`src/rtl/uart_rx.sv`:
```
// Purpose: 8N1 UART receiver (LSB first) with synchronizer, 3-sample majority vote and one-entry output slot.
// Latency: rx_valid rises 1 clk after the stop-bit sample edge (~9.5 bit times + 3 cycles after the start edge).
// Backpressure: a single byte is held until rx_ack; a good byte arriving while the slot is full is dropped with an rx_overrun pulse.
//
// Ports:
//   clk          system clock
//   rst          synchronous active-high reset
//   rx           asynchronous serial input, idle high
//   rx_ack       consumer has taken rx_data; clears rx_valid
//   rx_data      last good byte, stable while rx_valid=1
//   rx_valid     byte available, held until acked
//   rx_busy      frame in progress (state != IDLE)
//   rx_frame_err 1-cycle pulse: stop bit sampled low
//   rx_overrun   1-cycle pulse: good byte completed while the slot was full
module uart_rx #(
  parameter int BAUD_DIV = 5208
) (
  input  logic       clk,
  input  logic       rst,
  input  logic       rx,
  input  logic       rx_ack,
  output logic [7:0] rx_data,
  output logic       rx_valid,
  output logic       rx_busy,
  output logic       rx_frame_err,
  output logic       rx_overrun
);

  // Terminal counts for the half-bit (start) and full-bit (data/stop) intervals.
  localparam logic [12:0] LP_LAST      = 13'(BAUD_DIV - 1);
  localparam logic [12:0] LP_HALF_LAST = 13'((BAUD_DIV / 2) - 1);

  typedef enum logic [2:0] {
    S_IDLE,
    S_START,
    S_DATA,
    S_STOP,
    S_BREAK
  } state_t;

  // Input path
  logic        r_sync1;
  logic        r_sync2;     // rx_s: synchronized line
  logic [2:0]  r_hist;      // last three rx_s values
  logic        w_vote;

  // Receiver state
  state_t      r_state;
  logic [12:0] r_baud_cnt;
  logic [2:0]  r_bit_idx;
  logic [7:0]  r_shift;

  // Registered outputs
  logic [7:0]  r_data;
  logic        r_valid;
  logic        r_busy;
  logic        r_frame_err;
  logic        r_overrun;

  // Two-flop synchronizer followed by a 3-deep history for the vote.
  always_ff @(posedge clk) begin
    if (rst) begin
      r_sync1 <= 1'b1;
      r_sync2 <= 1'b1;
      r_hist  <= 3'b111;
    end else begin
      r_sync1 <= rx;
      r_sync2 <= r_sync1;
      r_hist  <= {r_hist[1:0], r_sync2};
    end
  end

  // A single-cycle disturbance can only ever flip one of the three votes.
  assign w_vote = (r_hist[0] & r_hist[1]) |
                  (r_hist[0] & r_hist[2]) |
                  (r_hist[1] & r_hist[2]);

  always_ff @(posedge clk) begin
    if (rst) begin
      r_state     <= S_IDLE;
      r_baud_cnt  <= '0;
      r_bit_idx   <= '0;
      r_shift     <= '0;
      r_data      <= '0;
      r_valid     <= 1'b0;
      r_busy      <= 1'b0;
      r_frame_err <= 1'b0;
      r_overrun   <= 1'b0;
    end else begin
      r_frame_err <= 1'b0;
      r_overrun   <= 1'b0;

      // Ack frees the slot; a delivery in the STOP branch below overrides this.
      if (rx_ack && r_valid) begin
        r_valid <= 1'b0;
      end

      case (r_state)
        S_IDLE: begin
          // Uses the raw synchronized line so back-to-back frames start on time.
          if (!r_sync2) begin
            r_state    <= S_START;
            r_baud_cnt <= '0;
            r_busy     <= 1'b1;
          end
        end

        S_START: begin
          if (r_baud_cnt == LP_HALF_LAST) begin
            r_baud_cnt <= '0;
            if (!w_vote) begin
              r_state   <= S_DATA;
              r_bit_idx <= '0;
            end else begin
              // Low pulse too short to be a start bit.
              r_state <= S_IDLE;
              r_busy  <= 1'b0;
            end
          end else begin
            r_baud_cnt <= r_baud_cnt + 13'd1;
          end
        end

        S_DATA: begin
          if (r_baud_cnt == LP_LAST) begin
            r_baud_cnt         <= '0;
            r_shift[r_bit_idx] <= w_vote;
            if (r_bit_idx == 3'd7) begin
              r_state <= S_STOP;
            end else begin
              r_bit_idx <= r_bit_idx + 3'd1;
            end
          end else begin
            r_baud_cnt <= r_baud_cnt + 13'd1;
          end
        end

        S_STOP: begin
          if (r_baud_cnt == LP_LAST) begin
            r_baud_cnt <= '0;
            if (w_vote) begin
              r_state <= S_IDLE;
              r_busy  <= 1'b0;
              // An ack in this same cycle frees the slot for the new byte.
              if (!r_valid || rx_ack) begin
                r_data  <= r_shift;
                r_valid <= 1'b1;
              end else begin
                r_overrun <= 1'b1;
              end
            end else begin
              r_frame_err <= 1'b1;
              r_state     <= S_BREAK;
            end
          end else begin
            r_baud_cnt <= r_baud_cnt + 13'd1;
          end
        end

        S_BREAK: begin
          // Hold off until the line returns high so a stuck-low line
          // cannot immediately re-trigger a start bit.
          if (r_sync2) begin
            r_state <= S_IDLE;
            r_busy  <= 1'b0;
          end
        end

        default: begin
          r_state <= S_IDLE;
          r_busy  <= 1'b0;
        end
      endcase
    end
  end

  assign rx_data      = r_data;
  assign rx_valid     = r_valid;
  assign rx_busy      = r_busy;
  assign rx_frame_err = r_frame_err;
  assign rx_overrun   = r_overrun;

endmodule
```
`config.mk`:
```
export PLATFORM = sky130hd
export DESIGN_NAME = uart_rx
export DESIGN_NICKNAME = d
export VERILOG_FILES = /design/src/rtl/uart_rx.sv
export SDC_FILE = /design/constraint.sdc
export NUM_CORES = 1
export LEC_CHECK = 0
export ABC_AREA = 1
export CAP_MARGIN = 20
export CORE_ASPECT_RATIO = 1.1
export CORE_MARGIN = 5
export CORE_UTILIZATION = 55
export CTS_BUF_LIST = sky130_fd_sc_hd__clkbuf_16
export DETAILED_ROUTE_END_ITERATION = 7
export PLACE_DENSITY_LB_ADDON = 0.15
export SYNTH_ARGS = -nofsm -noshare
export SYNTH_HDL_FRONTEND = slang
export SYNTH_SLANG_ARGS = --single-unit
```
`constraint.sdc`:
```
create_clock -name clk -period 1.86 [get_ports clk]
set_clock_uncertainty 0.1 [all_clocks]
set_input_delay 0.558 -clock clk [delete_from_list [all_inputs] [get_ports clk]]
set_output_delay 0.558 -clock clk [all_outputs]
set_load 0.01 [all_outputs]
```
==> results.txt <==
clock tree from TritonCTS: done
fin worst setup slack: 0.0518 ns
Post-synth ARST share: 0%
Psw: 920 uW
Ys Warns: 0
GRT overflow: 0
crit-path cells: clkdlybuf4s50_1
Vias/cell: 4.96
leakage power: 1.16 nW
CP top delay family: buffers and inverters
most frequent cell after synthesis: nand2_1
CP startpoint kind: flop
Seq pwr share: 37.9%
hold crit path type: reg -> reg
Area contributors post-synth: dfxtp_1 40%, nand2_1 15%, nor2_1 9.6%
share of cells above drive strength 1: 9.17%
post-route setup TNS: 0 ns
Final Hold Fails: 0
Post-route DRC: 0
total chip power: 2.84 mW
H-tree depth reported by CTS: 2
Switching Fraction: 32.4%
Initial Utilization: 56.0%
Mapped Avg Cell Area: 6.63 um^2
Post-CTS Setup Bufs: 0
vias in the first global route: 1956
Worst Path Required: 1.20 ns
register area share after synthesis: 40.3%
drt first pass iters: 4
Post-synth top cells: 89 x nand2_1, 56 x nor2_1, 44 x dfxtp_1, 38 x inv_1, 26 x nand3_1
post-synth cell types: 26
Nets: 367
clock transition at the registers of the reported paths: 0.06 ns
reg2reg path depth: 8
height of the die: 76.1 um
max-slew violations: 0
die footprint: 0.00534 mm^2
Area Overhead vs Synth: 21.3%
Routed Wire Length: 4690 um
RSZ-0062 raised after global routing: false
worst hold start: r_sync1
Synth Register Bits: 44
clk sinks: 44
final core utilization: 67.9%
Worst Hold End: r_sync2
# diodes: 0
dpl hpwl: 3530 um
Gate Count Post-Synth: 330
internal power: 1.92 mW
TritonCTS Buffers: 5
DR WL/cell: 11.4 um
DR iter-0 viols: 82
CTS max path bufs: 2
Worst Path Arrival: 1.15 ns
Hold Buf Count CTS: 0
Max transition margin: 76.3%
worst r2r src: r_baud_cnt[0]
clock share of power: 34.0%
root buffer cell: clkbuf_16
Tcrit/Tclk final: 97.2%
Top-Level Pins: 16
largest net degree at the start of global routing: 19
core area: 0.00390 mm^2
slowest CP cell: clkdlybuf4s50_1
R2R Setup Slk: 0.17 ns
largest stage delay on the critical path: 0.54 ns
Max Cap Violations: 0
WHS: 0.306 ns
first-pass GRT wire length: 8240 um
EDFF count, synth: 0
logic gate share of total power: 28.1%
element type at the critical path end: output port
antenna violations before repair: 0
capturing point of the worst reg2reg path: r_baud_cnt[12]
Worst IR Drop VDD: 0.703 mV
vias: 2043
Max Freq: 553 MHz
worst-skew pair later-pin latency: 0.28 ns
gr usage total: 18.5%
DP Worst Slack: 0.106 ns
post-synth top area share: 40.3%
Mapped Area: 0.00219 mm^2
Antenna Nets Post-Route: 0
Tightest Pin Transition: 0.354 ns
minimum clock period: 1.81 ns
Top FF cell, synth: dfxtp_1
cell taking the most area after synthesis: dfxtp_1
final setup vio count: 0
WHS Path Cells: 1
# resized after CTS: 0
CP bufs+invs: 1
port bufs: 15
PD cells: 1070 mW/mm^2
CP Max Fanout: 2
Setup CP Type: reg -> out
Rows: 24
outcome: finished, final reports clean
Synth Net Count: 338
gpl congestion: 0.851
Die Wd: 70.1 um
## cell type report
| cell class | instances | area [um^2] |
|---|---|---|
| clock inverters | 3 | 38.8 |
| fillers | 358 | 1250 |
| well taps | 52 | 65.1 |
| inverters | 43 | 161 |
| flip-flops and latches | 44 | 881 |
| clock buffers | 5 | 125 |
| repair buffers | 27 | 268 |
| multi-input cells | 238 | 1110 |
## power groups by stage
stage	Combinational, mW	Clock (mW)	Sequential, mW
after floorplan	0.539	0	1.09
after CTS	0.803	0.984	1.08
after detailed placement	0.793	0	1.09
after global routing	0.901	1.03	1.09
final	0.799	0.966	1.08
after global placement	0.783	0	1.09
## layer usage
layer / GRT usage, % / wire length [um]
met5: 0 / 0
met4: 6.13 / 37
met3: 3.96 / 104
met2: 34.5 / 2430
met1: 20.6 / 2120
## cell usage in the layout, fill, tap and decap left out, types with 2 or more instances in the layout
master,netlist,final
ha_1,4,4
buf_4,0,10
a21oi_1,24,24
nand3_1,26,26
nand2_1,89,89
dfxtp_1,44,44
clkbuf_16,0,5
inv_1,38,39
nor3_1,6,6
o21ai_0,7,7
a21oi_2,2,2
nor2_2,3,3
clkdlybuf4s50_1,0,14
nand4_1,10,10
buf_12,0,2
inv_2,4,4
nor2_1,56,56
or2_2,2,2
xor2_1,3,3
## worst max-delay path by stage
stage | start | endpoint | slack, ns | cells past startpoint
6_report | rx_data[3] | rx_data[3] | 0.05 | 1
4_1_cts | rx_busy | rx_busy | 0.02 | 1
3_5_place_dp | rst | r_baud_cnt[12] | 0.11 | 4
5_1_grt | rx_valid | rx_valid | 0.004 | 1
2_1_floorplan | r_baud_cnt[0] | rx_data[6] | 0.20 | 9
3_3_place_gp | rst | r_baud_cnt[12] | 0.09 | 4
## cells by family (layout without fill, tap and decap cells)
family / after synthesis / in the layout / share of synthesized area (%)
XOR/XNOR: 4 / 4 / 1.60
adder cells (fa/ha/maj): 4 / 4 / 2.29
AO/OA/AOI/OAI: 33 / 33 / 7.89
buffers and inverters: 48 / 78 / 8.81
flip-flops: 44 / 44 / 40.3
AND/OR/NAND/NOR: 197 / 197 / 39.1
## per-stage QoR
step	instances	area, um^2
floorplan	330	2190
global placement	404	2490
detailed placement	404	2490
CTS	412	2650
global route	412	2650
finish	412	2650
## registers in the layout (all words and copies together) (netlist names)
register / count
r_baud_cnt: 13
r_bit_idx: 3
r_hist: 3
r_shift: 8
r_state: 3
r_sync1: 1
r_sync2: 1
rx_busy: 1
rx_data: 8
rx_frame_err: 1
rx_overrun: 1
rx_valid: 1
(Power assumes the default switching activity.)
